File: config.mk
export PLATFORM = sky130hd
export DESIGN_NAME = dcache_loadpipe_l2
export DESIGN_NICKNAME = d
export VERILOG_FILES = /design/src/rtl/dcache_loadpipe_l2.sv
export SDC_FILE = /design/constraint.sdc
export NUM_CORES = 1
export LEC_CHECK = 0
export ABC_AREA = 1
export CELL_PAD_IN_SITES_DETAIL_PLACEMENT = 1
export CELL_PAD_IN_SITES_GLOBAL_PLACEMENT = 2
export CORE_UTILIZATION = 20
export CTS_CLUSTER_SIZE = 8
export DETAILED_ROUTE_END_ITERATION = 16
export HOLD_SLACK_MARGIN = 0.02
export PLACE_DENSITY_LB_ADDON = 0.1
export SLEW_MARGIN = 15
export SYNTH_ARGS = -nofsm -noshare
export SYNTH_HDL_FRONTEND = slang
export SYNTH_SLANG_ARGS = --single-unit
export TNS_END_PERCENT = 50
File: constraint.sdc
create_clock -name clock -period 2.4 [get_ports clock]
set_input_delay 0.24 -clock clock [delete_from_list [all_inputs] [get_ports clock]]
set_output_delay 0.24 -clock clock [all_outputs]
set_load 0.01 [all_outputs]
File: src/rtl/dcache_loadpipe_l2.sv
// D-cache load pipeline stage 1: registers the accepted load, compares its tag
// against the per-way tag-array read data, issues the data-array read on a hit
// and forwards misses to the MSHR before sending a replay response.
module dcache_loadpipe_l2 #(
  parameter int TAG_ARRAY_IDX_HIGH = 11,
  parameter int TAG_ARRAY_IDX_LOW  = 6,
  parameter int TAG_WIDTH          = 52,
  parameter int WAYS               = 2,
  parameter int DATA_WIDTH         = 64
) (
  input  logic                                          clock,
  input  logic                                          reset,
  input  logic                                          flush,
  input  logic                                          fromldu_req_valid,
  output logic                                          fromldu_req_ready,
  input  logic [63:0]                                   fromldu_req_vaddr,
  input  logic [WAYS-1:0]                               tagarray_rd_valid,
  input  logic [WAYS*TAG_WIDTH-1:0]                     tagarray_rd_tag,
  output logic                                          dataarray_rd_en,
  output logic [TAG_ARRAY_IDX_HIGH-TAG_ARRAY_IDX_LOW:0] dataarray_rd_set,
  output logic [$clog2(WAYS)-1:0]                       dataarray_rd_way,
  output logic [TAG_ARRAY_IDX_LOW-4:0]                  dataarray_rd_bank,
  input  logic [DATA_WIDTH-1:0]                         dataarray_rd_data,
  output logic                                          miss_req_valid,
  input  logic                                          miss_req_ready,
  output logic [63:0]                                   miss_req_paddr,
  output logic                                          toldu_resp_valid,
  output logic                                          toldu_resp_miss,
  output logic [DATA_WIDTH-1:0]                         toldu_resp_data
);

  localparam int WAY_W = $clog2(WAYS);

  typedef enum logic [1:0] {IDLE, MISS_REQ, MISS_RESP} state_t;

  state_t                        state;
  logic                          s1_valid;
  logic [63:3]                   s1_vaddr;
  logic                          s2_valid;
  logic [63:TAG_ARRAY_IDX_LOW]   miss_addr;
  logic [WAYS-1:0]               hit_vec;
  logic [WAY_W-1:0]              hit_way;
  logic                          s1_hit;
  logic                          s1_miss;
  logic                          fire;
  logic                          resp_ok;
  logic                          unused_vaddr_lsb;

  // Byte offset within the 8-byte bank never affects the lookup.
  assign unused_vaddr_lsb = ^fromldu_req_vaddr[2:0];

  // Per-way tag match against the tag-array data returned this cycle.
  for (genvar gi = 0; gi < WAYS; gi++) begin : g_cmp
    assign hit_vec[gi] = tagarray_rd_valid[gi] &
      (tagarray_rd_tag[gi*TAG_WIDTH +: TAG_WIDTH] == s1_vaddr[63:TAG_ARRAY_IDX_HIGH+1]);
  end

  // Encode the hit way; scanning downward lets the lowest matching way win.
  always_comb begin
    hit_way = '0;
    for (int w = WAYS - 1; w >= 0; w--) begin
      if (hit_vec[w]) hit_way = WAY_W'(w);
    end
  end

  assign s1_hit  = s1_valid & (|hit_vec);
  assign s1_miss = s1_valid & ~(|hit_vec);

  // A miss sitting in s1 blocks the accept so the s0 tag read is not wasted.
  assign fromldu_req_ready = ~reset & (state == IDLE) & ~flush & ~s1_miss;
  assign fire              = fromldu_req_valid & fromldu_req_ready;

  assign dataarray_rd_en   = ~reset & s1_hit;
  assign dataarray_rd_set  = s1_vaddr[TAG_ARRAY_IDX_HIGH:TAG_ARRAY_IDX_LOW];
  assign dataarray_rd_bank = s1_vaddr[TAG_ARRAY_IDX_LOW-1:3];
  assign dataarray_rd_way  = hit_way;

  assign miss_req_valid = ~reset & (state == MISS_REQ);
  assign miss_req_paddr = reset ? 64'd0 : {miss_addr, {TAG_ARRAY_IDX_LOW{1'b0}}};

  // A flush kills any response that would leave in the same cycle.
  assign resp_ok          = ~reset & ~flush;
  assign toldu_resp_valid = resp_ok & (s2_valid | (state == MISS_RESP));
  assign toldu_resp_miss  = resp_ok & (state == MISS_RESP);
  assign toldu_resp_data  = (resp_ok & s2_valid) ? dataarray_rd_data : '0;

  // s1/s2 pipeline registers; flush empties both stages.
  always_ff @(posedge clock) begin
    if (reset) begin
      s1_valid <= 1'b0;
      s1_vaddr <= '0;
      s2_valid <= 1'b0;
    end else begin
      s1_valid <= fire & ~flush;
      if (fire) s1_vaddr <= fromldu_req_vaddr[63:3];
      s2_valid <= s1_hit & ~flush;
    end
  end

  // Miss FSM: capture the line address, hold the MSHR request, then replay.
  always_ff @(posedge clock) begin
    if (reset) begin
      state     <= IDLE;
      miss_addr <= '0;
    end else begin
      case (state)
        IDLE: begin
          if (s1_miss & ~flush) begin
            state     <= MISS_REQ;
            miss_addr <= s1_vaddr[63:TAG_ARRAY_IDX_LOW];
          end
        end
        MISS_REQ: begin
          if (flush)               state <= IDLE;
          else if (miss_req_ready) state <= MISS_RESP;
        end
        MISS_RESP: state <= IDLE;
        default:   state <= IDLE;
      endcase
    end
  end

endmodule

Yosys cells after proc, flatten, opt, wreduce, memory -nomap -nowiden
Index checks and enable logic that the tools add are counted. W data, S select, Z words.

Input port bits: 239. Logic and storage cells: 45. Output and inout port bits: 143. Register bits: 123.

Reductions and logical operators: 4. Muxes and demuxes: 8. Eq/ne operators: 6. Bitwise gates (word level): 22.

Operator list (count): $mux W64 (2); $eq A52 B52 Y1 (2); $and A1 B1 Y1 (17); $mux W2 (3); $not A1 Y1 (4); $pmux W2 S2 (1); $reduce_and A2 Y1 (2); $ne A3 B3 Y1 const B (1); $eq A2 B1 Y1 const B (1); $eq A2 B2 Y1 const B (1); $logic_not A2 Y1 (1); $mux W1 (2); $ne A2 B1 Y1 const B (1); $reduce_or A2 Y1 (1); $or A1 B1 Y1 (1).

Longest topological paths before layout
Gate-level depths: netlist of the first run.

Depth in word-level cells: 9. Gate-level depth with buffers: 15. Depth with buffers taken out: 14.

Least setup slack after synthesis of the first run
OpenSTA, ideal clock, no wires.

Kind: register -> output. Start point: register s1_vaddr[22] (netlist name). End point: output port fromldu_req_ready. Arrival time: 1.536 ns. Stages on the path, launching flop included: 15. Path slack: 0.624 ns. Required time: 2.160 ns. Path buffers: 2. Cell sequence: dfxtp_1 > inv_2 > nand2_1 > nand2_1 > nor2_1 > nand2_1 > nor2_1 > nand2_1 > nor2_1 > nand2_1 > nand3_2 > buf_2 > buf_2 > nand2_1 > inv_1.

Word-level cells in the longest chain between the ends: 7. Elaborated cells between the ends (all ways): 9. Classes of those cells: 2 x eq/ne; 6 x bitwise; 1 x reduce/logical.

Ends and longest elaborated chain: start: declaration (line 38) `logic [63:3] s1_vaddr;`; start signal: assignment (line 95) `if (fire) s1_vaddr <= fromldu_req_vaddr[63:3];`; $eq A52 B52 Y1 (line 55) `(tagarray_rd_tag[gi*TAG_WIDTH +: TAG_WIDTH] == s1_vaddr[63:TAG_ARRAY_IDX_HIGH+1]);`; $and A1 B1 Y1 (line 54) `assign hit_vec[gi] = tagarray_rd_valid[gi] &`; $reduce_or A2 Y1 (*) (line 67) `assign s1_miss = s1_valid & ~(|hit_vec);`; $not A1 Y1 (*) (line 67); $and A1 B1 Y1 (*) (line 67); $not A1 Y1 (*) (line 70) `assign fromldu_req_ready = ~reset & (state == IDLE) & ~flush & ~s1_miss;`; $and A1 B1 Y1 (*) (line 70); end: declaration (line 15) `output logic fromldu_req_ready,`.

Every way passes the cells marked *; elsewhere a longest branch is shown, timed or not.

Final worst setup path of the first run
Start point: register s1_vaddr[24] (netlist name). End point: output port dataarray_rd_way.

Word-level cells in the longest chain between the ends: 4. Elaborated cells between the ends (all ways): 6. Classes of those cells: 2 x eq/ne; 2 x mux; 2 x bitwise.

Ends and longest elaborated chain: $eq A52 B52 Y1 (line 55); $and A1 B1 Y1 (line 54); $mux W1 (line 62) `if (hit_vec[w]) hit_way = WAY_W'(w);`; $mux W1 (*) (line 62); end: declaration (line 21) `output logic [$clog2(WAYS)-1:0] dataarray_rd_way,`.

Marked as above.

==> results of run 1 <==
-- worst reg2reg max path, delay by kind of cell (launching register included) --
kind	cells	cell delay, ps
simple gates	10	1090
flops	1	330
buf+inv	5	740
-- stage by stage --
| stage | setup TNS, ps | area [um^2] | hold slack (ps) | total power [W] |
|---|---|---|---|---|
| 4_1_cts | 0 | 14700 | 366 | 0.00685 |
| 5_1_grt | -378 | 15000 | 401 | 0.00716 |
| 3_5_place_dp | -33310 | 13900 | 467 | 0.00387 |
| 3_3_place_gp | -27600 | 13900 | 462 | 0.00385 |
| 2_1_floorplan | 0 | 8620 | 312 | 0.00290 |
| 6_report | 0 | 15000 | 391 | 0.00680 |
-- state kept, by name, indices dropped and copies added, names as in the netlist --
| register | count |
|---|---|
| miss_addr | 58 |
| s1_vaddr | 61 |
| s1_valid | 1 |
| s2_valid | 1 |
| state | 2 |
-- area by class of cell --
type                    count  share of cell area, %
clock buffers              19                   2.94
clock inverters            13                   1.26
inverters                 398                   9.94
multi-input cells         989                   31.1
flip-flops and latches    123                   16.8
well taps                 539                   4.48
repair buffers            525                   33.5
-- power groups by stage --
stage | Clock [W] | Combinational, W | Sequential [W]
floorplan | 0 | 0.000673 | 0.00222
global placement | 0 | 0.00162 | 0.00224
detailed placement | 0 | 0.00163 | 0.00224
CTS | 0.00297 | 0.00168 | 0.00220
global route | 0.00307 | 0.00188 | 0.00221
finish | 0.00289 | 0.00171 | 0.00220
-- how the worst max path moves through the flow --
stage / depth (start not counted) / endpoint / from
floorplan: 14 / fromldu_req_ready / s1_vaddr[22]
global placement: 14 / dataarray_rd_en / tagarray_rd_tag[100]
detailed placement: 13 / dataarray_rd_en / tagarray_rd_tag[78]
CTS: 11 / dataarray_rd_en / s1_vaddr[61]
global route: 13 / fromldu_req_ready / s1_vaddr[13]
finish: 10 / dataarray_rd_way / s1_vaddr[24]
-- repair_timing --
action	in CTS	in global routing
setup endpoints to repair	38	122
resized for setup	79	110
buffers inserted	3	4
hold buffers	0	0
pin swaps	13	41
hold endpoints to repair	0	0
-- cell families after synthesis --
| group | share of synthesized area, % |
|---|---|
| compound gates | 4.54 |
| xor+xnor | 1.32 |
| buf+inv | 22.0 |
| flops | 28.6 |
| other cells | 0.0436 |
| simple gates | 43.5 |
-- cell usage in the layout (no fill, tap or decap), drive strengths merged, types with 6 or more instances in the layout --
cell type / n
nand4: 83
o21ai: 13
a21oi: 60
xnor2: 9
nor2: 209
nor4: 7
buf: 157
inv: 401
nor3: 69
or2: 9
dfxtp: 123
nand2: 493
clkdlybuf4s50: 368
nand3: 20
conb: 6
clkbuf: 19
-- layer usage --
metal | global-route usage (%) | wire length [um] | part of all wire, %
met1 | 27.5 | 21600 | 47
met2 | 36.5 | 22200 | 48
met3 | 4.19 | 1990 | 4.3
met4 | 4.49 | 527 | 1.1
met5 | 0 | 43 | 0.093
==> summary.md, run 1 <==
| Metric | Value |
|---|---|
| CTS tree | yes |
| DRC viols | 0 |
| CP most frequent cell | buf_4 |
| WHS Endpoint | state[1] |
| Diodes inserted | 0 |
| R2R setup slack | 150 ps |
| Worst min path class | in -> reg |
| Die height | 209 um |
| Top post-synthesis cells by area | dfxtp_1 29%, nand2_1 22%, inv_1 17% |
| Ys async rst share | 0% |
| Min-delay src | miss_req_ready |
| Crit-path leading delay family | simple AND/OR/NAND/NOR gates |
| Util after Layout | 35.6% |
| CP arrival | 2100 ps |
| Placed insts | 2569 |
| Post-synth EDFFs | 0 |
| Yosys warns | 0 |
| Synth Flop Type | dfxtp_1 |
| Gpl congestion | 0.864 |
| CP max stage delay | 320 ps |
| Syn avg cell area | 5.43 um^2 |
| Logic pwr share | 25.1% |
| Critical path type | reg -> out |
| # port buffers | 372 |
| Initial core utilization | 20.4% |
| I/O pin count | 382 |
| Global-route wire length before repair | 69600 um |
| Fin cells | 2606 |
| 1st-pass router iterations | 5 |
| Synth top area share | 28.6% |
| HPWL after DPL | 38500 um |
| Root buffer cell | clkbuf_16 |
| Maximum buffer depth of the clock tree | 2 |
| Core area | 42200 um^2 |
| Switching pwr | 0.00205 W |
| GRT Util Overall | 21.3% |
| Slowest stage cell, crit path | dfxtp_2 |
| Via count | 11000 |
| Mapped cell area | 8600 um^2 |
| Flop pwr share | 32.3% |
| Number of fillers in the final layout | 5430 |
| RR Startpoint | s1_vaddr[21] |
| Peak supply drop | 0.467 mV |
| Req. time, crit path | 2160 ps |
| Top post-synthesis cells by count | 493 x nand2_1, 396 x inv_1, 209 x nor2_1 |
| Status | finished clean |
| Crit. End Element | output pin |
| Seq/Total Area, Yosys | 28.6% |
| Mapped Cells | 1585 |
| DR iter-0 viols | 475 |
| Clk_lat worst skew | 440 ps |
| Switching part of the total | 30.1% |
| Routed Antenna Nets | 0 |
| Initial antenna violation count | 4 |
| Maximum net fanout on the critical path | 3 |
| Final setup vio count | 0 |
| Fin crit share | 97.4% |
| Post-layout min period | 2340 ps |
| Pleak | 7.91 nW |
| RSZ-0062 raised after global routing | true |
| Routed wire length | 46400 um |
| Max Clk Rate | 428 MHz |
| Area Overhead vs Synth | 74.8% |
| H-tree lvl count | 4 |
| Site Rows | 75 |
| Clock sinks | 123 |
| Slew HR | 64.0% |
| Largest net degree at the start of global routing | 66 |
| Max cap viols | 0 |
| Number of global-route vias before repair | 11400 |
| Drt via density | 4.23 |
| PD cells | 452 nW/um^2 |
| FF-to-FF path depth | 15 |
| Die area | 43900 um^2 |
| Clock share of power | 42.5% |
| FF+latch count, synth | 123 |
| Area of the multi-input gates | 4680 um^2 |
| Post-synth cell types | 28 |
| Num CTS Buffers | 17 |
| Die width | 209 um |
| Slew Limit Fails | 0 |
| Share of cells above drive strength 1 | 16.6% |
| Final WS setup | 63.2 ps |
| Congestion Overflow GR | 0 |
| Critical path buffer and inverter count | 4 |
| Slew @ Worst Pin | 540 ps |
| WHS Path Cells | 3 |
| Count leader, synth | nand2_1 |
| Crit path launch type | register |
| Cell internal pwr | 0.00475 W |
| Critical path, cell by cell | buf_4 > nand2_2 > nand2_1 > nor4_2 > nand4_1 > nor2_2 > buf_4 > a21oi_2 > buf_4 > buf_6 |
| Clock transition at path regs | 60 ps |
| DR WL/cell | 17.8 um |
| Synth area leader | dfxtp_1 |
| Critical R2R Capture | s1_vaddr[34] |
| Post-Place Setup Slack | -493 ps |
| Worst Clk Skew | 11.1 ps |
| Final Hold Viols | 0 |
| Nets@finish | 2293 |
| Sequential Area | 2530 um^2 |
No activity file was read; power rests on OpenSTA's default activity.
==> inputs of run 2 (changes only) <==
Settings changed: SETUP_SLACK_MARGIN from default to 0.05.
==> run 2 against run 1 <==
Global-route usage about the same. Sequential cell count unchanged. Hold slack worse by 3.7 ps. Combinational power rose by 8%. Non-clock buffer count grew 19. Design area increased by 4.7%. Sequential power barely moved. Critical endpoint is now dataarray_rd_en.
==> summary.md, run 2 (same netlist as run 1, synthesis figures left out) <==
| Metric | Value |
|---|---|
| Status | finished clean (unchanged) |
| Die height | 209 um (unchanged) |
| Crit path launch type | register (unchanged) |
| Setup_tns | 0 ps (unchanged) |
| WHS | 388 ps (was 391 ps) |
| Drt via density | 4.24 (was 4.23) |
| Top Registers | s1_vaddr: 61 flops, miss_addr: 58 flops, state: 2 flops (unchanged) |
| Worst Clk Skew | 11.8 ps (was 11.1 ps) |
| Die width | 209 um (unchanged) |
| DR WL/cell | 18.7 um (was 17.8 um) |
| Die area | 43900 um^2 (unchanged) |
| Num CTS Buffers | 17 (unchanged) |
| Via count | 11100 (was 11000) |
| H-tree lvl count | 4 (unchanged) |
| CP most frequent cell | nand2_2 (was buf_4) |
| Site Rows | 75 (unchanged) |
| Largest register by flop count | s1_vaddr (unchanged) |
| Max reg flops | 61 (unchanged) |
| Post-layout min period | 2350 ps (was 2340 ps) |
| Slew Limit Fails | 0 (unchanged) |
| Fin cells | 2625 (was 2606) |
| # port buffers | 372 (unchanged) |
| DR iter-0 viols | 468 (was 475) |
| Crit-path leading delay family | simple AND/OR/NAND/NOR gates (unchanged) |
| Clk_lat worst skew | 440 ps (about the same) |
| HPWL after DPL | 38500 um (unchanged) |
| Peak supply drop | 0.474 mV (was 0.467 mV) |
| CP arrival | 2110 ps (was 2100 ps) |
| Gpl congestion | 0.864 (unchanged) |
| Post-cts hold buffer count | 0 (unchanged) |
| Core area | 42200 um^2 (unchanged) |
| CTS tree | yes (unchanged) |
| Worst min path class | in -> reg (unchanged) |
| Most frequent cells in the layout | 395 x nand2_1, 367 x clkdlybuf4s50_1, 354 x inv_1 (was 434 x nand2_1, 379 x inv_1, 368 x clkdlybuf4s50_1) |
| Maximum net fanout on the critical path | 4 (was 3) |
| Placed insts | 2569 (unchanged) |
| PD cells | 441 nW/um^2 (was 452 nW/um^2) |
| Critical path buffer and inverter count | 3 (was 4) |
| Congestion Overflow GR | 0 (unchanged) |
| Slew HR | 63.2% (was 64.0%) |
| Routed wire length | 49100 um (was 46400 um) |
| Slowest stage cell, crit path | dfxtp_4 (was dfxtp_2) |
| Initial antenna violation count | 4 (unchanged) |
| GRT Util Overall | 21.3% (about the same) |
| 1st-pass router iterations | 4 (was 5) |
| RSZ-0062 raised after global routing | true (unchanged) |
| Most common cell after layout, fill and taps aside | nand2_1 (unchanged) |
| Maximum buffer depth of the clock tree | 2 (unchanged) |
| Nets@finish | 2312 (was 2293) |
| Global-route wire length before repair | 69700 um (was 69600 um) |
| Root buffer cell | clkbuf_16 (unchanged) |
| DRC viols | 0 (unchanged) |
| Routed Antenna Nets | 0 (unchanged) |
| Final setup vio count | 0 (unchanged) |
| Critical path type | reg -> out (unchanged) |
| Largest net degree at the start of global routing | 66 (unchanged) |
| Critical path, cell by cell | buf_4 > nand2_2 > nand2_2 > nor4_4 > nand4_1 > nor2_1 > nand2_1 > nand2_1 > nand2_2 > inv_2 > buf_6 (was buf_4 > nand2_2 > nand2_1 > nor4_2 > nand4_1 > nor2_2 > buf_4 > a21oi_2 > buf_4 > buf_6) |
| Fin crit share | 97.8% (was 97.4%) |
| Slew @ Worst Pin | 552 ps (was 540 ps) |
| CP max stage delay | 370 ps (was 320 ps) |
| Clock sinks | 123 (unchanged) |
| Diodes inserted | 0 (unchanged) |
| Crit. End Element | output pin (unchanged) |
| Max Clk Rate | 426 MHz (was 428 MHz) |
| Req. time, crit path | 2160 ps (about the same) |
| Max cap viols | 0 (unchanged) |
| Pleak | 8.14 nW (was 7.91 nW) |
| Final Hold Viols | 0 (unchanged) |
| I/O pin count | 382 (unchanged) |
| Pwr Total | 0.00694 W (was 0.00680 W) |
| Share of cells above drive strength 1 | 22.9% (was 16.6%) |
| Initial core utilization | 20.4% (unchanged) |
| Area Overhead vs Synth | 83.0% (was 74.8%) |
| Number of global-route vias before repair | 11400 (about the same) |
| Clock transition at path regs | 60 ps (about the same) |
-- run 2: cell type report --
type / instances / area (um^2)
well taps: 539 / 674
repair buffers: 544 / 5320
clock buffers: 19 / 443
fillers: 5386 / 26500
flip-flops and latches: 123 / 2540
inverters: 398 / 1500
multi-input cells: 989 / 5080
clock inverters: 13 / 189
-- run 2: worst paths after layout --
kind                                startpoint         endpoint  slack, ps  depth (start not counted)
worst min-delay path            miss_req_ready         state[1]        390                          3
worst min register to register   miss_addr[30]    miss_addr[30]        470                          2
worst max-delay path              s1_vaddr[32]  dataarray_rd_en         50                         11
worst max register to register    s1_vaddr[36]     s1_vaddr[58]        100                         18
-- run 2: worst reg2reg max path, cell delays in order, from the launching register on --
cell       delay [ps]
dfxtp_2           330
inv_2              40
buf_6             110
nand2_4            50
nand2_4            60
buf_6             110
nor2_2             90
nand2_1            60
nor2_1            120
nand2_1            80
nor2_1            100
nand2_1           110
nand3_4           120
buf_6             140
nand3_4           200
clkbuf_16         310
nand2_1            80
inv_1              40
nor2_1            100
-- run 2: timing repair --
action                     4_1_cts  5_1_grt
setup buffers                    5       11
gates cloned                     0        8
setup endpoints to repair       97      137
pin swaps                       21       74
gates resized for setup        107      241
-- run 2: routing by layer --
layer | GRT usage, % | vias up | routed length (um)
met5 | 0 | - | 43
met4 | 4.54 | 6 | 642
met3 | 4.19 | 29 | 2040
met2 | 36.7 | 225 | 23700
met1 | 27.4 | 5233 | 22600
li1 | - | 5650 | -
-- run 2: power by group --
part	internal [W]	switching, W
sequential	0.00213	0.0000683
clock	0.00178	0.00112
combinational	0.000905	0.000939
total	0.00481	0.00213
-- run 2: stage by stage --
step                      util (%)  area [um^2]  worst slack, ps
after floorplan                  -         8620              624
after global placement        32.9        13900             -531
after detailed placement      32.9        13900             -493
after CTS                     35.1        14800             16.2
after global routing          37.3        15700            -72.2
final                         37.3        15700             53.3
